**config.mk**
```make
export PLATFORM = sky130hd
export DESIGN_NAME = div
export DESIGN_NICKNAME = d
export VERILOG_FILES = /design/src/rtl/div_pkg.sv /design/src/rtl/div_step.sv /design/src/rtl/div.sv
export SDC_FILE = /design/constraint.sdc
export NUM_CORES = 1
export LEC_CHECK = 0
export CAP_MARGIN = 30
export CORE_UTILIZATION = 33
export DETAILED_ROUTE_END_ITERATION = 6
export MAX_ROUTING_LAYER = met4
export SYNTH_ARGS = -nofsm -noshare
export SYNTH_HDL_FRONTEND = slang
export SYNTH_SLANG_ARGS = --single-unit
```
**constraint.sdc**
```tcl
create_clock -name clock -period 5.8 [get_ports clock]
set_input_delay 0.58 -clock clock [delete_from_list [all_inputs] [get_ports clock]]
set_output_delay 0.58 -clock clock [all_outputs]
set_load 0.02 [all_outputs]
```
**src/rtl/div_pkg.sv**
```systemverilog
// ============================================================================
//  Module      : div_pkg
//  Description : Shared constants and helpers for the iterative divider.
//  Revision    : 1.0  initial release
// ============================================================================
`default_nettype none

package div_pkg;

    localparam int DIV_W     = 32;
    localparam int DIV_ITERS = 32;
    localparam int CNT_W     = 6;

    localparam logic [1:0] S_IDLE = 2'd0;
    localparam logic [1:0] S_RUN  = 2'd1;
    localparam logic [1:0] S_DONE = 2'd2;

    // Two's complement magnitude; the most negative value maps to itself,
    // which reads correctly as an unsigned magnitude.
    function automatic logic [DIV_W-1:0] abs_val(input logic [DIV_W-1:0] v);
        return v[DIV_W-1] ? (~v + DIV_W'(1)) : v;
    endfunction

endpackage

`default_nettype wire

```
**src/rtl/div_step.sv**
```systemverilog
// ============================================================================
//  Module      : div_step
//  Description : One restoring-division iteration on unsigned magnitudes.
//  Revision    : 1.0  initial release
// ============================================================================
`default_nettype none

module div_step #(
    parameter int W = 32
) (
    input  logic [W:0]   rem_i,
    input  logic [W-1:0] quo_i,
    input  logic [W-1:0] divisor_i,
    output logic [W:0]   rem_o,
    output logic [W-1:0] quo_o
);

    logic [W+1:0] w_rem_sh;
    logic [W+1:0] w_trial;
    logic         w_fits;

    // The running remainder stays below the divisor, so one extra guard bit
    // above the shifted remainder is enough to read the borrow.
    assign w_rem_sh = {rem_i, quo_i[W-1]};
    assign w_trial  = w_rem_sh - {2'b00, divisor_i};
    assign w_fits   = ~w_trial[W+1];

    always_comb begin
        rem_o = w_rem_sh[W:0];
        quo_o = {quo_i[W-2:0], 1'b0};
        if (w_fits) begin
            rem_o = w_trial[W:0];
            quo_o = {quo_i[W-2:0], 1'b1};
        end
    end

endmodule

`default_nettype wire

```
**src/rtl/div.sv**
```systemverilog
// ============================================================================
//  Module      : div
//  Description : Iterative signed 32-bit divider, one quotient bit per cycle,
//                start / ready / exception handshake shared with the multiplier.
//  Revision    : 1.0  initial release
// ============================================================================
`default_nettype none

module div
    import div_pkg::*;
#(
    parameter int WIDTH = 32,
    parameter int ITERS = WIDTH
) (
    input  logic             clock,
    input  logic             reset_n,
    input  logic [WIDTH-1:0] data_operandA,
    input  logic [WIDTH-1:0] data_operandB,
    input  logic             ctrl_DIV,
    output logic [WIDTH-1:0] data_result,
    output logic             data_exception,
    output logic             data_resultRDY
);

    logic [1:0]       state_q, state_d;
    logic [CNT_W-1:0] cnt_q, cnt_d;
    logic             sign_a_q, sign_a_d;
    logic             sign_b_q, sign_b_d;
    logic             ovf_q, ovf_d;
    logic [WIDTH:0]   rem_q, rem_d;
    logic [WIDTH-1:0] quo_q, quo_d;
    logic [WIDTH-1:0] dvs_q, dvs_d;
    logic [WIDTH-1:0] result_q, result_d;
    logic             exc_q, exc_d;

    logic [WIDTH:0]   w_step_rem;
    logic [WIDTH-1:0] w_step_quo;
    logic             w_b_zero;
    logic             w_ovf;

    div_step #(.W(WIDTH)) u_step (
        .rem_i     (rem_q),
        .quo_i     (quo_q),
        .divisor_i (dvs_q),
        .rem_o     (w_step_rem),
        .quo_o     (w_step_quo)
    );

    assign w_b_zero = (data_operandB == '0);
    assign w_ovf    = (data_operandA == {1'b1, {(WIDTH-1){1'b0}}}) &&
                      (data_operandB == '1);

    always_comb begin
        state_d  = state_q;
        cnt_d    = cnt_q;
        sign_a_d = sign_a_q;
        sign_b_d = sign_b_q;
        ovf_d    = ovf_q;
        rem_d    = rem_q;
        quo_d    = quo_q;
        dvs_d    = dvs_q;
        result_d = result_q;
        exc_d    = exc_q;

        // A start preempts whatever is in flight.
        if (ctrl_DIV) begin
            sign_a_d = data_operandA[WIDTH-1];
            sign_b_d = data_operandB[WIDTH-1];
            quo_d    = abs_val(data_operandA);
            dvs_d    = abs_val(data_operandB);
            rem_d    = '0;
            cnt_d    = '0;
            ovf_d    = w_ovf;
            exc_d    = w_b_zero;
            if (w_b_zero) begin
                state_d  = S_DONE;
                result_d = '0;
            end else begin
                state_d  = S_RUN;
            end
        end else begin
            case (state_q)
                S_RUN: begin
                    rem_d = w_step_rem;
                    quo_d = w_step_quo;
                    cnt_d = cnt_q + CNT_W'(1);
                    if (cnt_q == CNT_W'(ITERS - 1)) begin
                        state_d  = S_DONE;
                        result_d = (sign_a_q ^ sign_b_q) ? (~w_step_quo + WIDTH'(1))
                                                         : w_step_quo;
                        exc_d    = ovf_q;
                    end
                end
                S_DONE:  state_d = S_IDLE;
                S_IDLE:  state_d = S_IDLE;
                default: state_d = S_IDLE;
            endcase
        end
    end

    always_ff @(posedge clock or negedge reset_n) begin
        if (!reset_n) begin
            state_q  <= S_IDLE;
            cnt_q    <= '0;
            sign_a_q <= 1'b0;
            sign_b_q <= 1'b0;
            ovf_q    <= 1'b0;
            rem_q    <= '0;
            quo_q    <= '0;
            dvs_q    <= '0;
            result_q <= '0;
            exc_q    <= 1'b0;
        end else begin
            state_q  <= state_d;
            cnt_q    <= cnt_d;
            sign_a_q <= sign_a_d;
            sign_b_q <= sign_b_d;
            ovf_q    <= ovf_d;
            rem_q    <= rem_d;
            quo_q    <= quo_d;
            dvs_q    <= dvs_d;
            result_q <= result_d;
            exc_q    <= exc_d;
        end
    end

    assign data_result    = result_q;
    assign data_exception = exc_q;
    assign data_resultRDY = (state_q == S_DONE);

endmodule

`default_nettype wire

```
# Yosys cells after proc, flatten, opt, wreduce, memory -nomap -nowiden
# Cells that the tools add are included.
word_totals:
  ff_bits: 141
  output_inout_bits: 34
  word_cells: 54
classes:
  addsub: 5
  eq_ne: 7
  mux: 22
  n_bitwise: 4
  reduce_logical: 6
ops:
  columns: ["op", "n"]
  rows:
  - ["32-bit two-way mux", 9]
  - ["33-bit two-way mux", 3]
  - ["32-bit by 1-bit adder with 32-bit output, second input constant", 3]
  - ["32-bit inverter", 3]
  - ["32-bit == test, second input constant", 2]
  - ["34-bit by 32-bit subtractor with 34-bit output", 1]
  - ["32-bit logical NOT", 1]
  - ["6-bit two-way mux", 2]
  - ["2-bit two-way mux", 4]
  - ["6-bit by 1-bit adder with 6-bit output, second input constant", 1]
  - ["6-bit by 5-bit == test with 1-bit output, second input constant", 1]
  - ["1-bit two-way mux", 4]
  - ["2-bit nonzero test", 2]
  - ["3-bit inequality test, second input constant", 1]
  - ["3-bit AND reduction", 1]
  - ["2-bit by 1-bit == test with 1-bit output, second input constant", 1]
  - ["2-bit == test, second input constant", 1]
  - ["2-bit by 1-bit inequality test with 1-bit output, second input constant", 1]
  - ["2-bit AND reduction", 1]
  - ["1-bit logical AND", 1]
  - ["1-bit XOR", 1]

# Longest topological paths before layout
depth:
  depth_word: 8
  ltp_mapped: 21

# Hierarchy
# From an unflattened synthesis, not the netlist that was laid out.
hier_totals:
  cells_unflattened: 1178
  hier_area_um2: 10378.7
modules_own_cells:
  columns: ["module", "instances", "cells_per_inst", "area_per_inst_um2", "seq_area_each_um2"]
  rows:
  - ["div", 1, 841, 7932.6, 3528.4]
  - ["div_step", 1, 337, 2446.1, 0.0]

# Worst setup path before layout
# No wires, ideal clock.
synth_timing:
  path_kind: "register -> register"
  start: "reg rem_q[2]"
  end: "reg result_q[28], in the netlist data_result[28]"
  setup_ps: 132
  arrival_time_ps: 4020
  required_time_ps: 5668
  slack_ps: 1648
  stages_incl_launch_ff: 20
  cell_sequence: "dfrtp_1 > ha_1 > a21o_1 > a21oi_1 > a21oi_1 > or2_1 > o2111a_1 > or3_1 > clkbuf_1 > and2_1 > buf_6 > clkinv_2 > buf_4 > ha_1 > nor3b_1 > and3_1 > nand2b_1 > o31ai_1 > xor2_1 > o21ai_1"
synth_between:
  elab_chain_len: 8
synth_lines:
  columns: ["item", "line", "text"]
  rows:
  - ["start, declared", "div.sv:30", "logic [WIDTH:0] rem_q, rem_d;"]
  - ["start signal, assigned", "div.sv:119", "rem_q <= rem_d;"]
  - ["34-bit by 32-bit subtractor with 34-bit output", "div_step.sv:25", "assign w_trial = w_rem_sh - {2'b00, divisor_i};"]
  - ["1-bit two-way mux", "div_step.sv:31", "if (w_fits) begin"]
  - ["32-bit inverter", "div.sv:89", "result_d = (sign_a_q ^ sign_b_q) ? (~w_step_quo + WIDTH'(1))"]
  - ["32-bit by 1-bit adder with 32-bit output", "div.sv:89", null]
  - ["32-bit two-way mux", "div.sv:89", null]
  - ["32-bit two-way mux", "div.sv:87", "if (cnt_q == CNT_W'(ITERS - 1)) begin"]
  - ["32-bit two-way mux", "div.sv:82", "case (state_q)"]
  - ["32-bit two-way mux", "div.sv:66", "if (ctrl_DIV) begin"]
  - ["end signal, assigned", "div.sv:122", "result_q <= result_d;"]
  - ["end, declared", "div.sv:33", "logic [WIDTH-1:0] result_q, result_d;"]
# No other way between the ends. The select of a mux whose other input is x is not followed.
# A chain may end at the register's enable or synchronous reset.

# Worst setup path after layout
layout_timing:
  start: "reg rem_q[5]"
  end: "reg result_q[28], in the netlist data_result[28]"
# The elaborated chain is that of the path after synthesis.

==> qor.txt <==
OUTCOME
---------------------------------------------------------------------------------
Status                                                               finished clean

CTS
---------------------------------------------------------------------------------
Root cell of the clock tree                                             clkbuf_16
Number of clock sinks                                                         141
Clock tree from TritonCTS                                                   built
Hold buffer count at CTS                                                        0
Worst-path clk slew                                                       0.06 ns
H-tree level count                                                              4
Total of cells resized after clock tree synthesis                               0
Number of buffers between clock root and the deepest sink                       2
Clock buffer count from CTS                                                    17
Buffers inserted during post-CTS setup optimization                             0
Latest clock arrival within the worst-skew pair                           0.43 ns

SYNTH
---------------------------------------------------------------------------------
Register area share after synthesis                                         35.0%
Post-synth EDFFs                                                                0
Fraction of synthesis flops using an asynchronous set or reset pin           100%
Number of cells produced by synthesis                                       1,191
Mean instance size in the synthesized netlist                           8.45 um^2
Post-Synthesis Cell Area                                              10,100 um^2
Dominant register cell in the synthesized netlist                         dfrtp_1
Warnings from Yosys                                                             0
Cell variety after synth                                                       72
Flops & latches, synth                                                        141
Post-synthesis net count                                                    1,296

GLOBAL ROUTING
---------------------------------------------------------------------------------
Maximum number of pins on one net before global-route repair                   90
Global-route wire length before repair                                  45,300 um
Vias in the first global route                                              8,688
Met2 track demand over resource in global routing                           29.7%
Total gr overflow                                                               0
Global routing usage on met1                                                24.1%
Combined global-route utilization of all metal layers                       18.6%
Gr busiest metal                                                             met2
Number of antenna violations at the first check in global routing               0
Global routing usage on met3                                                2.19%

FLOORPLANNING
---------------------------------------------------------------------------------
Vertical die dimension                                                     177 um
Starting density of the core                                                33.8%
Core ar.                                                              29,800 um^2
Die Area                                                              31,200 um^2
Chip width                                                                 177 um
Num rows                                                                       63
Num ports                                                                     101

FINISH
---------------------------------------------------------------------------------
Total non-filler cell area in the finished layout                     11,900 um^2
Antenna diode count                                                             0
Layout overhead on the synthesized area                                     18.6%
Number of nets in the final layout                                          1,354
Share of post-route cells with drive strength above 1                       6.58%

SETUP PATH
---------------------------------------------------------------------------------
Crit path arrival time                                                    4.78 ns
Setup crit start kind                                                        flop
Capturing element type of the critical path                                  flop
Max Fanout on Critical Path                                                     6
Data required time of the worst path                                      6.09 ns
Class of the most critical setup path                                flop to flop

FLOW RUN
---------------------------------------------------------------------------------
Number of maximum-capacitance constraint violations                             0

STA
---------------------------------------------------------------------------------
Final worst path period need                                              4.49 ns
Max-slew violation total from the final report                                  0
Hold_ws                                                                  0.206 ns
Finish-stage setup viols                                                        0
Post-route setup TNS                                                         0 ns
RSZ-0062 raised after global routing                                           no
Hold Vio Cnt, Final                                                             0
Transition time of the tightest slew-check pin                           0.948 ns
Max-Slew Margin vs Limit                                                    36.8%
Highest clock frequency the design can meet                             0.223 GHz
Part of the cycle the worst path needs                                      77.4%
Fin Clk Skew                                                            0.0128 ns

MIN PATH
---------------------------------------------------------------------------------
Worst hold-check path type                                           primary input to async pin

DETAILED ROUTING
---------------------------------------------------------------------------------
Routed len/inst                                                           16.5 um
Post-detailed-route count of antenna-violating nets                             0
Remaining routing DRC violations                                                0
Detailed-route via count                                                    8,901
Length of the first detailed-routing pass in iterations                         4
Iteration-0 DRC Markers                                                       469
Mean number of vias per cell                                                 5.39
Routed wire length                                                      27,200 um

PLACEMENT
---------------------------------------------------------------------------------
DPL Wire Length                                                         19,500 um
Routability congestion estimate from global placement                       0.894
Count of input and output buffers                                             100
Cell Area, Placed                                                     11,400 um^2

POWER
---------------------------------------------------------------------------------
Pwr dens                                                              338 nW/um^2
Leak pwr                                                               0.00508 uW
Worst supply voltage drop on vdd                                         0.190 mV

## per-stage QoR
step | total power (uW) | cells | util [%] | setup slack (ns)
3_5_place_dp | 2950 | 1620 | 38.2 | 1.38
2_1_floorplan | 2550 | 1191 | - | 1.65
4_1_cts | 4050 | 1652 | 40.1 | 1.35
5_1_grt | 4310 | 1652 | 40.1 | 1.01
3_3_place_gp | 2930 | 1619 | 38.1 | 1.48
6_report | 4030 | 1652 | 40.1 | 1.31
## routing by layer
| layer | wire length (um) | share of wire, % |
|---|---|---|
| met5 | 0 | 0 |
| met4 | 694 | 2.6 |
| met3 | 716 | 2.6 |
| met2 | 13100 | 48 |
| met1 | 12700 | 47 |
## worst max-delay path, stage by stage, from the launching register on
cell,delay [ns]
dfrtp_1,0.40
ha_1,0.38
a21oi_1,0.21
o21ai_1,0.11
and3_1,0.19
or2_1,0.30
o2111a_1,0.32
or3_1,0.43
and2_1,0.23
clkinv_2,0.05
ha_1,0.15
nor3b_1,0.56
and3_1,0.40
nand2b_1,0.12
o31ai_1,0.25
xor2_1,0.17
o21ai_1,0.07
## flip-flops by register name, indices dropped and copies added, names as in the netlist
| name | count |
|---|---|
| sign_a_q | 1 |
| data_result | 32 |
| rem_q | 33 |
| sign_b_q | 1 |
| data_exception | 1 |
| dvs_q | 32 |
| ovf_q | 1 |
| cnt_q | 6 |
| state_q | 2 |
| quo_q | 32 |
## power breakdown
part / switching, uW / internal [uW] / leakage [uW]
clock network: 444 / 632 / 0.000280
logic: 1010 / 660 / 0.00306
registers: 151 / 1140 / 0.00174
## Yosys cell counts, types with 4 or more instances
cell type  instances  area share [%]
a211oi_1          12            0.89
a21o_1            10            0.75
a21oi_1           89             4.4
a311oi_1          10            0.87
a311oi_2          10             1.5
a31oi_1            5            0.31
a32oi_1           10            0.87
and2_1             8            0.50
and3_1             7            0.43
buf_1              9            0.34
buf_6              4            0.45
clkbuf_1          58             2.2
dfrtp_1          141              35
ha_1              37             4.6
inv_1             50             1.9
mux2i_1           39             3.9
nand2_1          146             5.4
nand2b_1           8            0.50
nand3_1           28             1.4
nand3b_1           5            0.37
nand4_1           16            0.99
nor2_1            90             3.4
nor2b_1           12            0.75
nor3_1            23             1.1
nor3b_1            7            0.52
nor4_1            11            0.68
o211ai_1           5            0.37
o21a_1             7            0.52
o21ai_0           71             3.5
o21ai_1            9            0.45
o22ai_1            4            0.25
o31ai_1           32             2.4
o41ai_1           13             1.1
or2_2              4            0.25
or3_1             21             1.3
or4_1             18             1.3
xnor2_1           58             5.0
xor2_1            51             4.4
## path summary, 6_finish.rpt
path	start	to	slack (ns)	cells past startpoint
setup / recovery	rem_q[5]$_DFFE_PN0N_	data_result[28]$_DFFE_PN0P_	1.31	16
hold / removal	reset_n	dvs_q[9]$_DFFE_PN0P_	0.21	1
setup reg to reg	rem_q[5]$_DFFE_PN0N_	data_result[28]$_DFFE_PN0P_	1.31	16
hold reg to reg	data_result[6]$_DFFE_PN0P_	data_result[6]$_DFFE_PN0P_	0.48	2
max in group asynchronous	reset_n	rem_q[31]$_DFFE_PN0N_	4.29	2
min in group clock	data_result[6]$_DFFE_PN0P_	data_result[6]$_DFFE_PN0P_	0.48	2
## final cells by class
class                   count  area, um^2
flip-flops and latches    141        3530
well taps                 390         488
inverters                  52         196
multi-input cells         923        6040
clock inverters            14         144
fillers                  3076       17900
clock buffers              18         429
repair buffers            114        1120
## cells in the final DEF (no fill, tap or decap), types with 18 or more instances in the layout
cell / instances
a21oi_1: 89
clkdlybuf4s50_1: 98
dfrtp_1: 141
ha_1: 37
inv_1: 50
mux2i_1: 39
nand2_1: 146
nand3_1: 28
nor2_1: 90
nor3_1: 23
o21ai_0: 71
o31ai_1: 32
or3_1: 21
or4_1: 18
xnor2_1: 57
xor2_1: 51
## logic make-up (layout without fill, tap and decap cells)
group	Yosys count	after routing	share of synthesized area (%)
xor gates and xnor gates	109	109	9.48
AOI/OAI and AO/OA	312	312	20.7
muxes	42	42	4.21
and+or+nand+nor	422	422	20.7
adders and majority gates	38	38	4.80
DFF	141	141	35.0
buffers and inverters	127	198	5.12
(Power assumes the default switching activity.)
